==> src/rtl/piso_tx.sv <==
// Parallel-in, serial-out transmitter: takes a WIDTH-bit word on a valid/ready
// handshake and shifts it out one bit per clock with frame_start/done markers.
module piso_tx #(
    parameter int unsigned WIDTH     = 8,
    parameter bit          MSB_FIRST = 1'b1
) (
    input  logic             clk,
    input  logic             rst,
    input  logic [WIDTH-1:0] parallel_in,
    input  logic             load_valid,
    output logic             load_ready,
    output logic             serial_out,
    output logic             serial_valid,
    output logic             frame_start,
    output logic             done
);
    localparam int unsigned CNT_W = $clog2(WIDTH);

    typedef enum logic {
        IDLE,
        SHIFT
    } state_t;

    state_t           state;
    logic [CNT_W-1:0] count;
    logic [WIDTH-1:0] shreg;
    logic             last_bit;
    logic             handshake;

    always_comb begin
        last_bit   = (state == SHIFT) && (count == CNT_W'(WIDTH - 1));
        load_ready = !rst && ((state == IDLE) || last_bit);
        handshake  = load_valid && load_ready;
    end

    // shreg holds the bits still to be sent, next one at the outgoing end.
    always_ff @(posedge clk) begin
        if (rst) begin
            state        <= IDLE;
            count        <= '0;
            shreg        <= '0;
            serial_out   <= 1'b0;
            serial_valid <= 1'b0;
            frame_start  <= 1'b0;
            done         <= 1'b0;
        end else if (handshake) begin
            state        <= SHIFT;
            count        <= '0;
            serial_valid <= 1'b1;
            frame_start  <= 1'b1;
            done         <= 1'b0;
            if (MSB_FIRST) begin
                serial_out <= parallel_in[WIDTH-1];
                shreg      <= parallel_in << 1;
            end else begin
                serial_out <= parallel_in[0];
                shreg      <= parallel_in >> 1;
            end
        end else if (state == SHIFT) begin
            if (last_bit) begin
                state        <= IDLE;
                count        <= '0;
                serial_out   <= 1'b0;
                serial_valid <= 1'b0;
                frame_start  <= 1'b0;
                done         <= 1'b0;
            end else begin
                count       <= count + CNT_W'(1);
                frame_start <= 1'b0;
                done        <= (count == CNT_W'(WIDTH - 2));
                if (MSB_FIRST) begin
                    serial_out <= shreg[WIDTH-1];
                    shreg      <= shreg << 1;
                end else begin
                    serial_out <= shreg[0];
                    shreg      <= shreg >> 1;
                end
            end
        end
    end
endmodule

==> config.mk <==
export PLATFORM = sky130hd
export DESIGN_NAME = piso_tx
export DESIGN_NICKNAME = d
export VERILOG_FILES = /design/src/rtl/piso_tx.sv
export SDC_FILE = /design/constraint.sdc
export NUM_CORES = 1
export LEC_CHECK = 0
export ABC_AREA = 1
export CORE_MARGIN = 2
export CORE_UTILIZATION = 40
export DETAILED_ROUTE_END_ITERATION = 8
export HOLD_SLACK_MARGIN = 0.08
export PLACE_DENSITY = 0.73
export SLEW_MARGIN = 20
export SYNTH_ARGS = -nofsm -noshare
export SYNTH_HDL_FRONTEND = slang
export SYNTH_SLANG_ARGS = --single-unit
==> constraint.sdc <==
create_clock -name clk -period 1.52 [get_ports clk]
set_input_delay 0.304 -clock clk [delete_from_list [all_inputs] [get_ports clk]]
set_output_delay 0.304 -clock clk [all_outputs]
set_load 0.01 [all_outputs]
# Word level (Yosys, flattened, before mapping)
# Index checks and enable logic that the tools add are counted.
# Widths: inputs -> output; s select.
[op_classes] n_addsub=1 eq_ne=3 mux=16 n_bitwise=1 reduce_logical=10
[op_table] cell="$mux 8" count=3
[op_table] cell="$mux 1" count=12
[op_table] cell="$eq 3x3->1 const B" count=2
[op_table] cell="$reduce_and 2->1" count=2
[op_table] cell="$reduce_bool 2->1" count=2
[op_table] cell="$add 3x1->3 const B" count=1
[op_table] cell="$logic_and 1x1->1" count=3
[op_table] cell="$mux 3" count=1
[op_table] cell="$ne 2x1->1 const B" count=1
[op_table] cell="$reduce_or 2->1" count=1
[op_table] cell="$logic_not 1->1" count=1
[op_table] cell="$logic_or 1x1->1" count=1
[op_table] cell="$not 1->1" count=1
[totals] register_bits=15 inputBits=11 output_inout_bits=5 wordCells=38

# Depth between registers and ports, before layout
# Gate-level depths: netlist of the first run.
[logic_depth] ltp_word=7 ltp_mapped=10 ltp_nobuf=9

# Least setup slack after synthesis of the first run
# No wires, ideal clock.
[synth_path] path_kind="reg2reg" from="register count[0]" to="register count[0]" setup_time_ps=117 arrival_ps=1200 required_ps=1403 path_slack_ps=203 stages_incl_launch_ff=10 n_path_buf=0 period_less_slack_ps=1317 cell_sequence="dfxtp_1 -> ha_1 -> ha_1 -> inv_1 -> nand2_4 -> inv_2 -> nor2_2 -> nand2_2 -> nand2_1 -> a21oi_1"
[synth_via] elab_chain_len=6 word_cells_on_any_way=8 cone_classes="add/sub: 1; eq/ne: 1; mux: 1; reduce/logical: 5"
[synth_rtl] element="start: declaration" line_no="25" rtl="logic [CNT_W-1:0] count;"
[synth_rtl] element="start signal: assignment" line_no="68" rtl="count <= count + CNT_W'(1);"
[synth_rtl] element="$eq 3x3->1" line_no="31" rtl="last_bit = (state == SHIFT) && (count == CNT_W'(WIDTH - 1));"
[synth_rtl] element="$logic_and 1x1->1" line_no="31"
[synth_rtl] element="$logic_or 1x1->1" line_no="32" rtl="load_ready = !rst && ((state == IDLE) || last_bit);"
[synth_rtl] element="$logic_and 1x1->1" line_no="32"
[synth_rtl] element="named net load_ready" line_no="11" rtl="output logic load_ready,"
[synth_rtl] element="$logic_and 1x1->1" line_no="33" rtl="handshake = load_valid && load_ready;"
[synth_rtl] element="$reduce_or 2->1 (no source line)"
# The timed path passes the listed nets, and every way through them passes these cells.
# A chain may end at the register's enable or synchronous reset.

# Worst setup path in the final report of the first run
[layout_path] from="register count[1]" to="output port load_ready"
[layout_via] elab_chain_len=4
[layout_rtl] element="$eq 3x3->1" line_no="31"
[layout_rtl] element="$logic_and 1x1->1" line_no="31"
[layout_rtl] element="$logic_or 1x1->1" line_no="32"
[layout_rtl] element="$logic_and 1x1->1" line_no="32"
[layout_rtl] element="end: declaration" line_no="11"
# No other way between the ends.

==> results.sh, run 1 <==
export IMPL_track_usage_pct=15.6
export IMPL_syn_area_um2=724
export IMPL_ys_warn_count=0
export IMPL_r2r_start="count[1]"
export IMPL_hold_viol_final=0
export IMPL_cts_htree_levels=1
export IMPL_cts_hold_buf=0
export IMPL_drv_cap=0
export IMPL_path_max_fanout=2
export IMPL_synth_top_area_cell="dfxtp_1"
export IMPL_busiest_layer="met2"
export IMPL_worst_slew_pin_slew_ns=0.310
export IMPL_drt_iter0_drc=8
export IMPL_slowest_stage="dfxtp_2"
export IMPL_finish_net_count=144
export IMPL_clock_path_buffers=2
export IMPL_worstSetupStartpointType="flop"
export IMPL_die_area_um2=2170
export IMPL_crit_family="flip-flops"
export IMPL_clock_skew_ns=0.0100
export IMPL_synth_area_leaders="dfxtp_1 41%, nand2_1 13%, nor2_1 9.8%, inv_1 6.7%, nand4_1 6.0%"
export IMPL_drive_gt1_share_pct=20.9
export IMPL_status="finished with violations"
export IMPL_grt_first_pass_wirelength_um=2290
export IMPL_first_pass_iters=4
export IMPL_setup_viol=1
export IMPL_min_to="done"
export IMPL_dp_slack_ns=-0.223
export IMPL_whs_path_depth=2
export IMPL_die_x_um=46.6
export IMPL_via_per_inst=4.58
export IMPL_die_height_um=46.6
export IMPL_crit_type="reg -> out"
export IMPL_hold_path_class="reg -> reg"
export IMPL_routed_wl_um=1530
export IMPL_failed_checks="negative setup slack"
export IMPL_yosysSeqAreaShare_pct=41.5
export IMPL_ios=16
export IMPL_max_freq_ghz=0.640
export IMPL_drc=0
export IMPL_finalMaxSlewViolations=0
export IMPL_met2_usage_pct=28.1
export IMPL_num_rows=15
export IMPL_cp_buffers_inverters=3
export IMPL_grt_max_degree=12
export IMPL_rrSetupSlack_ns=0.09
export IMPL_r2r_end="shreg[5]"
export IMPL_grt_remaining_overflow=0
export IMPL_core_area_um2=1710
export IMPL_crit_chain="ha_4 -> ha_4 -> inv_4 -> nand2_4 -> inv_4 -> nor2_4 -> buf_6"
export IMPL_pwr_density_cell_nw_per_um2=795
export IMPL_arrival_ns=1.26
export IMPL_syn_area_per_cell_um2=7.03
export IMPL_max_slew_margin_pct=79.3
export IMPL_synthToLayoutAreaGrowth_pct=42.5
export IMPL_clock_sinks=15
export IMPL_clkTransAtPathRegs_ns=0.10
export IMPL_num_antenna_cells=0
export IMPL_min_delay_start="done"
export IMPL_stdcell_count=154
export IMPL_dp_hpwl_um=1100
export IMPL_start_util_pct=42.4
export IMPL_grtUsageMet1_pct=16.4
export IMPL_ys_ff_latch=15
export IMPL_worst_slack_ns=-0.0434
export IMPL_grt_use_met3_pct=2.35
export IMPL_end_kind="output port"
export IMPL_syn_instance_count=103
export IMPL_required_ns=1.22
export IMPL_synth_top_area_share_pct=41.5
export IMPL_fill_cells=143
export IMPL_portBuffers=15
export IMPL_rsz0062_at_grt="yes"
export IMPL_clockRootBuffer="clkbuf_4"
export IMPL_cpPeakStageDelay_ns=0.35
export IMPL_fin_crit_sh_pct=103
export IMPL_routabilityCongestion=0.744
export IMPL_period_minus_slack_ns=1.56
export IMPL_whs_ns=0.464
export IMPL_detail_route_antenna_nets=0
export IMPL_ff2ff_path_depth=9
export IMPL_cts_buffers=3
export IMPL_insertion_delay_ns=0.29
export IMPL_dp_cells=149
export IMPL_setup_tns_final_ns=-0.0434
export IMPL_ir_worst_vdd_uv=582
export IMPL_synth_distinct_cells=18
export IMPL_cts_tree="done"
export IMPL_syn_nets=117
export IMPL_wl_per_cell_um=9.92
export IMPL_p_leak_nw=0.459
export IMPL_antenna_found_initial=0
export IMPL_vias=705
export IMPL_grt_pass1_vias=591
## cell usage after synthesis (all sizes together)
| cell | count |
|---|---|
| nand4 | 7 |
| or2 | 1 |
| inv | 14 |
| nand3 | 4 |
| o21ai | 1 |
| buf | 4 |
| nand2 | 27 |
| o211ai | 1 |
| ha | 3 |
| dfxtp | 15 |
| a21oi | 6 |
| nor2 | 20 |
## through the flow
step | total power, W | area [µm²] | util [%]
after floorplan | 0.000512 | 724 | -
after global placement | 0.000579 | 952 | 55.8
after detailed placement | 0.000583 | 952 | 55.8
after CTS | 0.000822 | 1020 | 59.6
after global routing | 0.000852 | 1030 | 60.4
final | 0.000821 | 1030 | 60.4
## cell families after synthesis
logic type / after synthesis / share of synthesized area, %
buffers and inverters: 18 / 11.2
AOI/OAI and AO/OA: 8 / 6.39
adders and majority gates: 3 / 5.18
and+or+nand+nor: 59 / 35.8
DFF: 15 / 41.5
## per-layer routing
metal  wire [µm]  part of all wire, %
met1         680                   45
met2         745                   49
met3          87                  5.7
met4          14                 0.92
met5           0                    0
## timing repair
item                       in CTS  in global routing
buffers inserted                0                  0
setup endpoints to repair       1                  3
gates resized for setup        15                  3
cloned                          0                  1
## cell usage in the layout, fill, tap and decap left out
| master | instances |
|---|---|
| nand2_1 | 25 |
| nor2_1 | 19 |
| dfxtp_1 | 13 |
| clkdlybuf4s50_1 | 13 |
| inv_1 | 11 |
| buf_4 | 10 |
| nand4_1 | 7 |
| a21oi_1 | 6 |
| nand3_1 | 4 |
| clkbuf_4 | 3 |
| inv_4 | 2 |
| clkinvlp_4 | 2 |
| ha_4 | 2 |
| dfxtp_2 | 2 |
| nand2_4 | 1 |
| nor2_4 | 1 |
| or2_1 | 1 |
| nand2_2 | 1 |
| o211ai_1 | 1 |
| o21ai_2 | 1 |
| ha_1 | 1 |
| clkinv_2 | 1 |
| dlymetal6s2s_1 | 1 |
| buf_6 | 1 |
## layout make-up
type | instances | area (µm²) | share of cell area [%]
Tap cell | 25 | 31.3 | 3.03
Inverter | 14 | 61.3 | 5.94
Clock buffer | 3 | 22.5 | 2.18
Timing Repair Buffer | 25 | 229 | 22.2
Timing Repair inverter | 1 | 7.51 | 0.727
Clock inverter | 1 | 5.00 | 0.485
Multi-Input combinational cell | 70 | 373 | 36.1
Sequential cell | 15 | 303 | 29.3
## report_power, final
part | total (W) | leakage, nW | internal (W) | switching (W)
Clock | 0.000238 | 0.0177 | 0.0000979 | 0.000141
Sequential | 0.000426 | 0.124 | 0.000414 | 0.0000124
Combinational | 0.000157 | 0.317 | 0.0000787 | 0.0000779
## worst max path at each step
stage | from | to | slack (ns) | cells after the start
after floorplan | count[0] | count[0] | 0.20 | 9
after global placement | rst | load_ready | -0.21 | 3
after detailed placement | rst | load_ready | -0.22 | 3
after CTS | count[1] | load_ready | -0.05 | 7
after global routing | count[1] | load_ready | -0.08 | 7
final | count[1] | load_ready | -0.04 | 7
## state kept, by name, summed over array words and instances (netlist names)
signal and count:
state 1, done 1, serial_out 1, frame_start 1, shreg 7, serial_valid 1
count 3
## worst reg2reg max path, cell delays in order, from the launching register on
cell and delay, ns:
dfxtp_2 0.35, ha_4 0.16, ha_4 0.16, inv_4 0.05, nand2_4 0.05, buf_4 0.17, o21ai_2 0.14, nor2_1 0.08
nor2_1 0.12, nor2_1 0.05
No activity file was read; power rests on OpenSTA's default activity.
==> inputs of run 2 (changes only) <==
--- a/config.mk
+++ b/config.mk
@@ -8,6 +8,7 @@
 export ABC_AREA = 1
 export CORE_MARGIN = 2
 export CORE_UTILIZATION = 40
+export CTS_CLUSTER_DIAMETER = 200
 export DETAILED_ROUTE_END_ITERATION = 8
 export HOLD_SLACK_MARGIN = 0.08
 export PLACE_DENSITY = 0.73
==> results of run 2 <==
Same layout as run 1: the final DEF is identical, and so are final timing and power.
